## config.mk

```make
export PLATFORM = sky130hd
export DESIGN_NAME = apb2axi_bridge_flat
export DESIGN_NICKNAME = d
export VERILOG_FILES = /design/src/rtl/apb2axi_bridge_if.sv /design/src/rtl/apb2axi_bridge.sv /design/src/flat_wrapper.sv
export SDC_FILE = /design/constraint.sdc
export NUM_CORES = 1
export LEC_CHECK = 0
export BUFFER_PORTS_ARGS = -buffer_cell sky130_fd_sc_hd__buf_2
export CAP_MARGIN = 40
export CORE_MARGIN = 8
export CORE_UTILIZATION = 30
export CTS_CLUSTER_DIAMETER = 60
export DETAILED_ROUTE_END_ITERATION = 10
export GPL_ROUTABILITY_DRIVEN = 0
export MAX_ROUTING_LAYER = met4
export PLACE_DENSITY = 0.65
export SLEW_MARGIN = 15
export SYNTH_ARGS = -nofsm -noshare
export SYNTH_HDL_FRONTEND = slang
export SYNTH_SLANG_ARGS = --single-unit
```

## constraint.sdc

```tcl
create_clock -name clk_i -period 2.9 [get_ports clk_i]
set_clock_uncertainty 0.2 [all_clocks]
set_input_delay 0.725 -clock clk_i [delete_from_list [all_inputs] [get_ports clk_i]]
set_output_delay 0.725 -clock clk_i [all_outputs]
set_load 0.03 [all_outputs]
```

## src/rtl/apb2axi_bridge_if.sv

```systemverilog
// Bus bundle for the APB3-to-AXI4 bridge: the APB slave side plus the AXI4 master side.
// The bridge uses the slave modport; the APB master and AXI interconnect use master.
interface apb2axi_bridge_if #(
  parameter int unsigned AXI_ADDR_WIDTH = 32,
  parameter int unsigned AXI_DATA_WIDTH = 32,
  parameter int unsigned AXI_ID_WIDTH   = 6,
  parameter int unsigned AXI_USER_WIDTH = 6,
  parameter int unsigned APB_ADDR_WIDTH = 12
) ();
  logic                        psel;
  logic                        penable;
  logic                        pwrite;
  logic [APB_ADDR_WIDTH-1:0]   paddr;
  logic [31:0]                 pwdata;
  logic [31:0]                 prdata;
  logic                        pready;
  logic                        pslverr;

  logic                        aw_valid;
  logic                        aw_ready;
  logic [AXI_ADDR_WIDTH-1:0]   aw_addr;
  logic [AXI_ID_WIDTH-1:0]     aw_id;
  logic [7:0]                  aw_len;
  logic [2:0]                  aw_size;
  logic [1:0]                  aw_burst;
  logic                        aw_lock;
  logic [3:0]                  aw_cache;
  logic [2:0]                  aw_prot;
  logic [3:0]                  aw_region;
  logic [3:0]                  aw_qos;
  logic [AXI_USER_WIDTH-1:0]   aw_user;

  logic                        w_valid;
  logic                        w_ready;
  logic [AXI_DATA_WIDTH-1:0]   w_data;
  logic [AXI_DATA_WIDTH/8-1:0] w_strb;
  logic                        w_last;
  logic [AXI_USER_WIDTH-1:0]   w_user;

  logic                        b_valid;
  logic                        b_ready;
  logic [1:0]                  b_resp;

  logic                        ar_valid;
  logic                        ar_ready;
  logic [AXI_ADDR_WIDTH-1:0]   ar_addr;
  logic [AXI_ID_WIDTH-1:0]     ar_id;
  logic [7:0]                  ar_len;
  logic [2:0]                  ar_size;
  logic [1:0]                  ar_burst;
  logic                        ar_lock;
  logic [3:0]                  ar_cache;
  logic [2:0]                  ar_prot;
  logic [3:0]                  ar_region;
  logic [3:0]                  ar_qos;
  logic [AXI_USER_WIDTH-1:0]   ar_user;

  logic                        r_valid;
  logic                        r_ready;
  logic [AXI_DATA_WIDTH-1:0]   r_data;
  logic [1:0]                  r_resp;
  logic                        r_last;

  modport slave (
    input  psel, penable, pwrite, paddr, pwdata,
    output prdata, pready, pslverr,
    output aw_valid, aw_addr, aw_id, aw_len, aw_size, aw_burst, aw_lock, aw_cache, aw_prot,
    output aw_region, aw_qos, aw_user,
    input  aw_ready,
    output w_valid, w_data, w_strb, w_last, w_user,
    input  w_ready,
    input  b_valid, b_resp,
    output b_ready,
    output ar_valid, ar_addr, ar_id, ar_len, ar_size, ar_burst, ar_lock, ar_cache, ar_prot,
    output ar_region, ar_qos, ar_user,
    input  ar_ready,
    input  r_valid, r_data, r_resp, r_last,
    output r_ready
  );

  modport master (
    output psel, penable, pwrite, paddr, pwdata,
    input  prdata, pready, pslverr,
    input  aw_valid, aw_addr, aw_id, aw_len, aw_size, aw_burst, aw_lock, aw_cache, aw_prot,
    input  aw_region, aw_qos, aw_user,
    output aw_ready,
    input  w_valid, w_data, w_strb, w_last, w_user,
    output w_ready,
    output b_valid, b_resp,
    input  b_ready,
    input  ar_valid, ar_addr, ar_id, ar_len, ar_size, ar_burst, ar_lock, ar_cache, ar_prot,
    input  ar_region, ar_qos, ar_user,
    output ar_ready,
    output r_valid, r_data, r_resp, r_last,
    input  r_ready
  );
endinterface

```

## src/rtl/apb2axi_bridge.sv

```systemverilog
// APB3 slave to AXI4 master bridge: each APB transfer becomes one single-beat AXI4 burst,
// with exactly one transfer in flight.
module apb2axi_bridge #(
  parameter int unsigned AXI_ADDR_WIDTH = 32,
  parameter int unsigned AXI_DATA_WIDTH = 32,
  parameter int unsigned AXI_ID_WIDTH   = 6,
  parameter int unsigned AXI_USER_WIDTH = 6,
  parameter int unsigned APB_ADDR_WIDTH = 12,
  parameter logic [31:0] AXI_BASE_ADDR  = 32'h1A10_0000
) (
  input logic               clk_i,
  input logic               rst_i,
  apb2axi_bridge_if.slave   bus
);

  localparam logic [AXI_ADDR_WIDTH-1:0] BaseAddr = AXI_ADDR_WIDTH'(AXI_BASE_ADDR);

  typedef enum logic [2:0] {StIdle, StWaddr, StWresp, StRaddr, StRdata, StResp} state_e;

  state_e                      state_q;
  logic                        aw_valid_q, w_valid_q, aw_done_q, w_done_q;
  logic                        b_ready_q, ar_valid_q, r_ready_q, pready_q, pslverr_q;
  logic [31:0]                 prdata_q;
  logic [AXI_ADDR_WIDTH-1:0]   addr_q;
  logic [AXI_DATA_WIDTH-1:0]   w_data_q;
  logic [AXI_DATA_WIDTH/8-1:0] w_strb_q;

  logic [AXI_ADDR_WIDTH-1:0]   addr_full;
  logic [AXI_DATA_WIDTH/8-1:0] strb_sel;
  logic [31:0]                 r_lane;
  logic                        aw_hs, w_hs, aw_fin, w_fin;

  assign addr_full = {BaseAddr[AXI_ADDR_WIDTH-1:APB_ADDR_WIDTH], bus.paddr};
  assign aw_hs     = aw_valid_q & bus.aw_ready;
  assign w_hs      = w_valid_q & bus.w_ready;
  assign aw_fin    = aw_done_q | aw_hs;
  assign w_fin     = w_done_q | w_hs;

  // A 64-bit bus carries the 32-bit APB word in the lane picked by address bit 2.
  if (AXI_DATA_WIDTH == 64) begin : g_wide
    assign strb_sel = bus.paddr[2] ? 8'hF0 : 8'h0F;
    assign r_lane   = addr_q[2] ? bus.r_data[63:32] : bus.r_data[31:0];
  end else begin : g_narrow
    assign strb_sel = '1;
    assign r_lane   = bus.r_data[31:0];
  end

  always_ff @(posedge clk_i) begin
    if (rst_i) begin
      state_q    <= StIdle;
      aw_valid_q <= 1'b0;
      w_valid_q  <= 1'b0;
      aw_done_q  <= 1'b0;
      w_done_q   <= 1'b0;
      b_ready_q  <= 1'b0;
      ar_valid_q <= 1'b0;
      r_ready_q  <= 1'b0;
      pready_q   <= 1'b0;
      pslverr_q  <= 1'b0;
      prdata_q   <= '0;
      addr_q     <= '0;
      w_data_q   <= '0;
      w_strb_q   <= '0;
    end else begin
      unique case (state_q)
        StIdle: begin
          if (bus.psel && !bus.penable) begin
            addr_q   <= addr_full;
            w_data_q <= {(AXI_DATA_WIDTH/32){bus.pwdata}};
            w_strb_q <= strb_sel;
            if (bus.pwrite) begin
              state_q    <= StWaddr;
              aw_valid_q <= 1'b1;
              w_valid_q  <= 1'b1;
            end else begin
              state_q    <= StRaddr;
              ar_valid_q <= 1'b1;
            end
          end
        end
        StWaddr: begin
          if (aw_hs) aw_valid_q <= 1'b0;
          if (w_hs)  w_valid_q  <= 1'b0;
          if (aw_fin && w_fin) begin
            state_q   <= StWresp;
            b_ready_q <= 1'b1;
            aw_done_q <= 1'b0;
            w_done_q  <= 1'b0;
          end else begin
            aw_done_q <= aw_fin;
            w_done_q  <= w_fin;
          end
        end
        StWresp: begin
          if (bus.b_valid) begin
            state_q   <= StResp;
            b_ready_q <= 1'b0;
            pslverr_q <= bus.b_resp[1];
            pready_q  <= 1'b1;
          end
        end
        StRaddr: begin
          if (bus.ar_ready) begin
            state_q    <= StRdata;
            ar_valid_q <= 1'b0;
            r_ready_q  <= 1'b1;
          end
        end
        StRdata: begin
          if (bus.r_valid) begin
            state_q   <= StResp;
            r_ready_q <= 1'b0;
            prdata_q  <= r_lane;
            pslverr_q <= bus.r_resp[1];
            pready_q  <= 1'b1;
          end
        end
        StResp: begin
          state_q   <= StIdle;
          pready_q  <= 1'b0;
          pslverr_q <= 1'b0;
        end
        default: state_q <= StIdle;
      endcase
    end
  end

  assign bus.prdata    = prdata_q;
  assign bus.pready    = pready_q;
  assign bus.pslverr   = pslverr_q;

  assign bus.aw_valid  = aw_valid_q;
  assign bus.aw_addr   = addr_q;
  assign bus.aw_id     = {AXI_ID_WIDTH{1'b0}};
  assign bus.aw_len    = 8'd0;
  assign bus.aw_size   = 3'd2;
  assign bus.aw_burst  = 2'b01;
  assign bus.aw_lock   = 1'b0;
  assign bus.aw_cache  = 4'b0000;
  assign bus.aw_prot   = 3'b000;
  assign bus.aw_region = 4'b0000;
  assign bus.aw_qos    = 4'b0000;
  assign bus.aw_user   = {AXI_USER_WIDTH{1'b0}};

  assign bus.w_valid   = w_valid_q;
  assign bus.w_data    = w_data_q;
  assign bus.w_strb    = w_strb_q;
  assign bus.w_last    = 1'b1;
  assign bus.w_user    = {AXI_USER_WIDTH{1'b0}};

  assign bus.b_ready   = b_ready_q;

  assign bus.ar_valid  = ar_valid_q;
  assign bus.ar_addr   = addr_q;
  assign bus.ar_id     = {AXI_ID_WIDTH{1'b0}};
  assign bus.ar_len    = 8'd0;
  assign bus.ar_size   = 3'd2;
  assign bus.ar_burst  = 2'b01;
  assign bus.ar_lock   = 1'b0;
  assign bus.ar_cache  = 4'b0000;
  assign bus.ar_prot   = 3'b000;
  assign bus.ar_region = 4'b0000;
  assign bus.ar_qos    = 4'b0000;
  assign bus.ar_user   = {AXI_USER_WIDTH{1'b0}};

  assign bus.r_ready   = r_ready_q;

  // Every burst is one beat, and only resp[1] distinguishes an error.
  logic unused_bits;
  assign unused_bits = ^{bus.r_last, bus.b_resp[0], bus.r_resp[0]};

endmodule

```

## src/flat_wrapper.sv

```systemverilog
// flat-port wrapper written by rule: the top's interface ports become plain ports
module apb2axi_bridge_flat 
#(
  parameter int unsigned AXI_ADDR_WIDTH = 32,
  parameter int unsigned AXI_DATA_WIDTH = 32,
  parameter int unsigned AXI_ID_WIDTH   = 6,
  parameter int unsigned AXI_USER_WIDTH = 6,
  parameter int unsigned APB_ADDR_WIDTH = 12,
  parameter logic [31:0] AXI_BASE_ADDR  = 32'h1A10_0000
)
  (clk_i, rst_i, bus_psel, bus_penable, bus_pwrite, bus_paddr, bus_pwdata, bus_prdata, bus_pready, bus_pslverr, bus_aw_valid, bus_aw_addr, bus_aw_id, bus_aw_len, bus_aw_size, bus_aw_burst, bus_aw_lock, bus_aw_cache, bus_aw_prot, bus_aw_region, bus_aw_qos, bus_aw_user, bus_aw_ready, bus_w_valid, bus_w_data, bus_w_strb, bus_w_last, bus_w_user, bus_w_ready, bus_b_valid, bus_b_resp, bus_b_ready, bus_ar_valid, bus_ar_addr, bus_ar_id, bus_ar_len, bus_ar_size, bus_ar_burst, bus_ar_lock, bus_ar_cache, bus_ar_prot, bus_ar_region, bus_ar_qos, bus_ar_user, bus_ar_ready, bus_r_valid, bus_r_data, bus_r_resp, bus_r_last, bus_r_ready);
  apb2axi_bridge_if #(.AXI_ADDR_WIDTH(AXI_ADDR_WIDTH), .AXI_DATA_WIDTH(AXI_DATA_WIDTH), .AXI_ID_WIDTH(AXI_ID_WIDTH), .AXI_USER_WIDTH(AXI_USER_WIDTH), .APB_ADDR_WIDTH(APB_ADDR_WIDTH)) bus_i ();
  input logic clk_i;
  input logic rst_i;
  input wire logic [$bits(bus_i.psel)-1:0] bus_psel;
  input wire logic [$bits(bus_i.penable)-1:0] bus_penable;
  input wire logic [$bits(bus_i.pwrite)-1:0] bus_pwrite;
  input wire logic [$bits(bus_i.paddr)-1:0] bus_paddr;
  input wire logic [$bits(bus_i.pwdata)-1:0] bus_pwdata;
  output wire logic [$bits(bus_i.prdata)-1:0] bus_prdata;
  output wire logic [$bits(bus_i.pready)-1:0] bus_pready;
  output wire logic [$bits(bus_i.pslverr)-1:0] bus_pslverr;
  output wire logic [$bits(bus_i.aw_valid)-1:0] bus_aw_valid;
  output wire logic [$bits(bus_i.aw_addr)-1:0] bus_aw_addr;
  output wire logic [$bits(bus_i.aw_id)-1:0] bus_aw_id;
  output wire logic [$bits(bus_i.aw_len)-1:0] bus_aw_len;
  output wire logic [$bits(bus_i.aw_size)-1:0] bus_aw_size;
  output wire logic [$bits(bus_i.aw_burst)-1:0] bus_aw_burst;
  output wire logic [$bits(bus_i.aw_lock)-1:0] bus_aw_lock;
  output wire logic [$bits(bus_i.aw_cache)-1:0] bus_aw_cache;
  output wire logic [$bits(bus_i.aw_prot)-1:0] bus_aw_prot;
  output wire logic [$bits(bus_i.aw_region)-1:0] bus_aw_region;
  output wire logic [$bits(bus_i.aw_qos)-1:0] bus_aw_qos;
  output wire logic [$bits(bus_i.aw_user)-1:0] bus_aw_user;
  input wire logic [$bits(bus_i.aw_ready)-1:0] bus_aw_ready;
  output wire logic [$bits(bus_i.w_valid)-1:0] bus_w_valid;
  output wire logic [$bits(bus_i.w_data)-1:0] bus_w_data;
  output wire logic [$bits(bus_i.w_strb)-1:0] bus_w_strb;
  output wire logic [$bits(bus_i.w_last)-1:0] bus_w_last;
  output wire logic [$bits(bus_i.w_user)-1:0] bus_w_user;
  input wire logic [$bits(bus_i.w_ready)-1:0] bus_w_ready;
  input wire logic [$bits(bus_i.b_valid)-1:0] bus_b_valid;
  input wire logic [$bits(bus_i.b_resp)-1:0] bus_b_resp;
  output wire logic [$bits(bus_i.b_ready)-1:0] bus_b_ready;
  output wire logic [$bits(bus_i.ar_valid)-1:0] bus_ar_valid;
  output wire logic [$bits(bus_i.ar_addr)-1:0] bus_ar_addr;
  output wire logic [$bits(bus_i.ar_id)-1:0] bus_ar_id;
  output wire logic [$bits(bus_i.ar_len)-1:0] bus_ar_len;
  output wire logic [$bits(bus_i.ar_size)-1:0] bus_ar_size;
  output wire logic [$bits(bus_i.ar_burst)-1:0] bus_ar_burst;
  output wire logic [$bits(bus_i.ar_lock)-1:0] bus_ar_lock;
  output wire logic [$bits(bus_i.ar_cache)-1:0] bus_ar_cache;
  output wire logic [$bits(bus_i.ar_prot)-1:0] bus_ar_prot;
  output wire logic [$bits(bus_i.ar_region)-1:0] bus_ar_region;
  output wire logic [$bits(bus_i.ar_qos)-1:0] bus_ar_qos;
  output wire logic [$bits(bus_i.ar_user)-1:0] bus_ar_user;
  input wire logic [$bits(bus_i.ar_ready)-1:0] bus_ar_ready;
  input wire logic [$bits(bus_i.r_valid)-1:0] bus_r_valid;
  input wire logic [$bits(bus_i.r_data)-1:0] bus_r_data;
  input wire logic [$bits(bus_i.r_resp)-1:0] bus_r_resp;
  input wire logic [$bits(bus_i.r_last)-1:0] bus_r_last;
  output wire logic [$bits(bus_i.r_ready)-1:0] bus_r_ready;
  assign bus_i.psel = bus_psel;
  assign bus_i.penable = bus_penable;
  assign bus_i.pwrite = bus_pwrite;
  assign bus_i.paddr = bus_paddr;
  assign bus_i.pwdata = bus_pwdata;
  assign bus_prdata = bus_i.prdata;
  assign bus_pready = bus_i.pready;
  assign bus_pslverr = bus_i.pslverr;
  assign bus_aw_valid = bus_i.aw_valid;
  assign bus_aw_addr = bus_i.aw_addr;
  assign bus_aw_id = bus_i.aw_id;
  assign bus_aw_len = bus_i.aw_len;
  assign bus_aw_size = bus_i.aw_size;
  assign bus_aw_burst = bus_i.aw_burst;
  assign bus_aw_lock = bus_i.aw_lock;
  assign bus_aw_cache = bus_i.aw_cache;
  assign bus_aw_prot = bus_i.aw_prot;
  assign bus_aw_region = bus_i.aw_region;
  assign bus_aw_qos = bus_i.aw_qos;
  assign bus_aw_user = bus_i.aw_user;
  assign bus_i.aw_ready = bus_aw_ready;
  assign bus_w_valid = bus_i.w_valid;
  assign bus_w_data = bus_i.w_data;
  assign bus_w_strb = bus_i.w_strb;
  assign bus_w_last = bus_i.w_last;
  assign bus_w_user = bus_i.w_user;
  assign bus_i.w_ready = bus_w_ready;
  assign bus_i.b_valid = bus_b_valid;
  assign bus_i.b_resp = bus_b_resp;
  assign bus_b_ready = bus_i.b_ready;
  assign bus_ar_valid = bus_i.ar_valid;
  assign bus_ar_addr = bus_i.ar_addr;
  assign bus_ar_id = bus_i.ar_id;
  assign bus_ar_len = bus_i.ar_len;
  assign bus_ar_size = bus_i.ar_size;
  assign bus_ar_burst = bus_i.ar_burst;
  assign bus_ar_lock = bus_i.ar_lock;
  assign bus_ar_cache = bus_i.ar_cache;
  assign bus_ar_prot = bus_i.ar_prot;
  assign bus_ar_region = bus_i.ar_region;
  assign bus_ar_qos = bus_i.ar_qos;
  assign bus_ar_user = bus_i.ar_user;
  assign bus_i.ar_ready = bus_ar_ready;
  assign bus_i.r_valid = bus_r_valid;
  assign bus_i.r_data = bus_r_data;
  assign bus_i.r_resp = bus_r_resp;
  assign bus_i.r_last = bus_r_last;
  assign bus_r_ready = bus_i.r_ready;
  apb2axi_bridge #(.AXI_ADDR_WIDTH(AXI_ADDR_WIDTH), .AXI_DATA_WIDTH(AXI_DATA_WIDTH), .AXI_ID_WIDTH(AXI_ID_WIDTH), .AXI_USER_WIDTH(AXI_USER_WIDTH), .APB_ADDR_WIDTH(APB_ADDR_WIDTH), .AXI_BASE_ADDR(AXI_BASE_ADDR)) u_core (.clk_i(clk_i), .rst_i(rst_i), .bus(bus_i));
endmodule
```

==> out/summary.txt <==
largest net degree at the start of global routing -> 48
Top Family by Delay on Critical Path -> flip-flops
hold crit path type -> reg2reg
Internal Power -> 2.20 mW
xor/xnor cell area share of the yosys netlist -> 0%
Worst Reg-to-Reg Cells -> 5
Mean Syn Cell Area -> 7.81 µm²
clock latency on the worst-skew pair -> 0.34 ns
Slowest cell on crit path -> dfxtp_1
Gate power share -> 20.8%
grt ovf -> 0
fin crit period -> 1.99 ns
area delta synth->final -> 19.0%
CTS tree -> yes
power share of the sequential group -> 40.5%
met2 wire len -> 5710 µm
layout net count -> 805
Starting Density -> 30.2%
Switch Pwr -> 1.05 mW
WHS Path Cells -> 2
Std-Cell Rows -> 44
post-synthesis instance total -> 554
GR Util All Layers -> 12.1%
Die ar. -> 0.0185 mm²
DR iter-0 viols -> 131
multiplexer area fraction after synthesis -> 0%
core area -> 0.0143 mm²
Worst path max stage delay -> 0.48 ns
hold_buf cts -> 0
Syn Std Cell Area -> 0.00433 mm²
TNS Setup -> 0 ns
first-pass GRT wire length -> 17200 µm
vias in the first global route -> 3355
Initial DRT Pass Iterations -> 4
share of cells above drive strength 1 -> 30.6%
met3 wire length -> 1210 µm
worst-margin pin slew -> 0.630 ns
worst hold start -> u_core.bus.ar_valid$_SDFFE_PP0P_
WP depth -> 1
Top Ports -> 319
worst path cell trace -> buf_2
Pins Over Slew Limit -> 0
max-cap check violation count -> 0
dpl ws -> 0.677 ns
routed vias/inst -> 3.96
hold worst-path end -> u_core.bus.ar_valid$_SDFFE_PP0P_
compound-gate portion of the synthesized area -> 11.9%
Num CTS Buffers -> 9
Clock power frac -> 38.8%
highest clock rate -> 0.501 GHz
Synth Area in Adders -> 0%
worst-path fanout max -> 13
worst r2r src -> u_core.state_q[0]$_SDFFE_PP0P_
CTS clk-pin slew, worst paths -> 0.06 ns
met1 WL -> 4650 µm
VDD IR max -> 0.255 mV
dpl cells -> 887
worst path required time -> 1.98 ns
sw frac -> 32.2%
Max-slew headroom -> 58.0%
unrepaired setup endpoints after global routing -> no
Root Buffer -> clkbuf_16
Final WS setup -> 0.906 ns
ranking of synthesized cells by area -> dfxtp_1 41%, buf_4 25%, nand2_1 14%, a21oi_1 9.8%, buf_2 1.5%
Synth Register Bits -> 89
final setup vio count -> 0
drc violations -> 0
kind of critical path -> reg2out
Synth Flop Type -> dfxtp_1
buffers plus inverters on the worst setup path -> 1
register area share after synthesis -> 41.2%
fillers -> 1594
Yosys top cell area share -> 41.2%
Resized Gates After CTS -> 0
final worst path period share -> 68.8%
CTS max path bufs -> 2
initial antenna violation count -> 0
Inserted Diodes -> 0
Unique masters post-synth -> 31
Leakage -> 2.54 nW
Synth area leader -> dfxtp_1
Post-synth EDFFs -> 0
PD cells -> 631 mW/mm²
H-tree Lvls -> 3
run status -> finished clean
Via Count -> 3571
main combinational cell family by area after synthesis -> buffers and inverters
R2R Setup Slk -> 1.06 ns
Critical Path AT -> 1.07 ns
Power Total -> 3.25 mW
top layer reached by signal wires -> met4
FF-to-FF End -> u_core.bus.w_data[20]$_SDFFE_PP0P_
Chip Height -> 136 µm
Post-synth ARST share -> 0%
PortBufs -> 194
routed wire length -> 11800 µm
DR WL/cell -> 13.0 µm
fin cells -> 902
Post-CTS Setup Bufs -> 0
dpl hpwl -> 9150 µm
final hold viol count -> 0
die width -> 136 µm
Routed Antenna Nets -> 0
TritonCTS Sinks -> 89
Post-Synth Simple-Gate Area -> 18.0%
Setup crit end kind -> output pin
critical path startpoint category -> flop
YS warnings -> 0
-- worst max path at each step --
stage | start | to | slack (ns)
6_report | u_core.bus.ar_addr[20]$_SDFFE_PP0P_ | bus_aw_addr[25] | 0.91
5_1_grt | u_core.bus.ar_addr[20]$_SDFFE_PP0P_ | bus_aw_addr[25] | 0.79
4_1_cts | u_core.bus.ar_addr[20]$_SDFFE_PP0P_ | bus_aw_addr[25] | 0.86
3_5_place_dp | bus_psel | u_core.bus.w_data[20]$_SDFFE_PP0P_ | 0.68
3_3_place_gp | bus_psel | u_core.bus.ar_addr[11]$_SDFFE_PP0P_ | 0.70
2_1_floorplan | u_core.bus.ar_addr[20]$_SDFFE_PP0P_ | bus_ar_addr[25] | 1.06
-- cell families after synthesis --
group / count (synthesis)
compound gates: 98
buf+inv: 174
flops: 89
other cells: 2
simple gates: 191
-- synth_stat cells, drive strengths merged, types with 2 or more instances --
| cell type | number |
|---|---|
| buf | 162 |
| nand2 | 162 |
| dfxtp | 89 |
| a21oi | 85 |
| nor2 | 10 |
| clkbuf | 9 |
| nand2b | 6 |
| a31oi | 3 |
| inv | 3 |
| o21ai | 3 |
| a211oi | 2 |
| conb | 2 |
| nand3 | 2 |
| nand3b | 2 |
| nor3 | 2 |
-- cell type report --
class / count / area, µm² / area share (%)
clock buffers: 11 / 243 / 4.71
clock inverters: 4 / 77.6 / 1.51
inverters: 3 / 11.3 / 0.219
multi-input cells: 410 / 1760 / 34.1
flip-flops and latches: 89 / 1780 / 34.6
well taps: 184 / 230 / 4.47
repair buffers: 201 / 1050 / 20.4
-- per-stage QoR --
| step | hold slack [ns] | utilization, % | cell area, µm² |
|---|---|---|---|
| finish | 0.245 | 36.0 | 5150 |
| global route | 0.266 | 36.0 | 5150 |
| CTS | 0.252 | 36.0 | 5150 |
| detailed placement | 0.243 | 33.7 | 4830 |
| global placement | 0.238 | 33.7 | 4830 |
| floorplan | 0.232 | - | 4770 |
-- state kept, by name (all words and copies together), names as in the netlist --
name	count
u_core.bus.prdata	32
u_core.bus.w_data	32
u_core.bus.ar_addr	13
u_core.state_q	3
u_core.aw_done_q	1
u_core.bus.ar_valid	1
u_core.bus.aw_valid	1
u_core.bus.b_ready	1
u_core.bus.pready	1
u_core.bus.pslverr	1
u_core.bus.r_ready	1
u_core.bus.w_valid	1
u_core.w_done_q	1
-- per-layer routing --
metal	track usage (%)	up-vias
li1	-	1818
met1	13.9	1571
met2	19.1	170
met3	3.66	12
met4	5.19	0
met5	-	-
-- power by group through the flow --
stage	Clock (mW)	Sequential (mW)	Combinational, mW
3_3_place_gp	0	1.34	0.671
3_5_place_dp	0	1.34	0.674
4_1_cts	1.33	1.31	0.675
5_1_grt	1.36	1.33	0.723
6_report	1.26	1.31	0.674
2_1_floorplan	0	1.43	0.571
-- placed cells by master (no fill, tap or decap), types with 2 or more instances in the layout --
cell type  Yosys  final
a211oi_1       2      2
a21oi_1       85     85
a31oi_1        3      3
buf_12         0      2
buf_2         13    194
buf_4        145      5
bufinv_16      0      2
clkbuf_16      0      9
clkinv_4       0      2
conb_1         2    121
dfxtp_1       89     89
inv_1          3      3
nand2_1      162    162
nand2b_1       6      6
nand3_1        2      2
nor2_1         8      8
nor2_2         2      2
nor3_1         2      2
o21ai_0        3      3
Power figures use the tool's default switching activity.
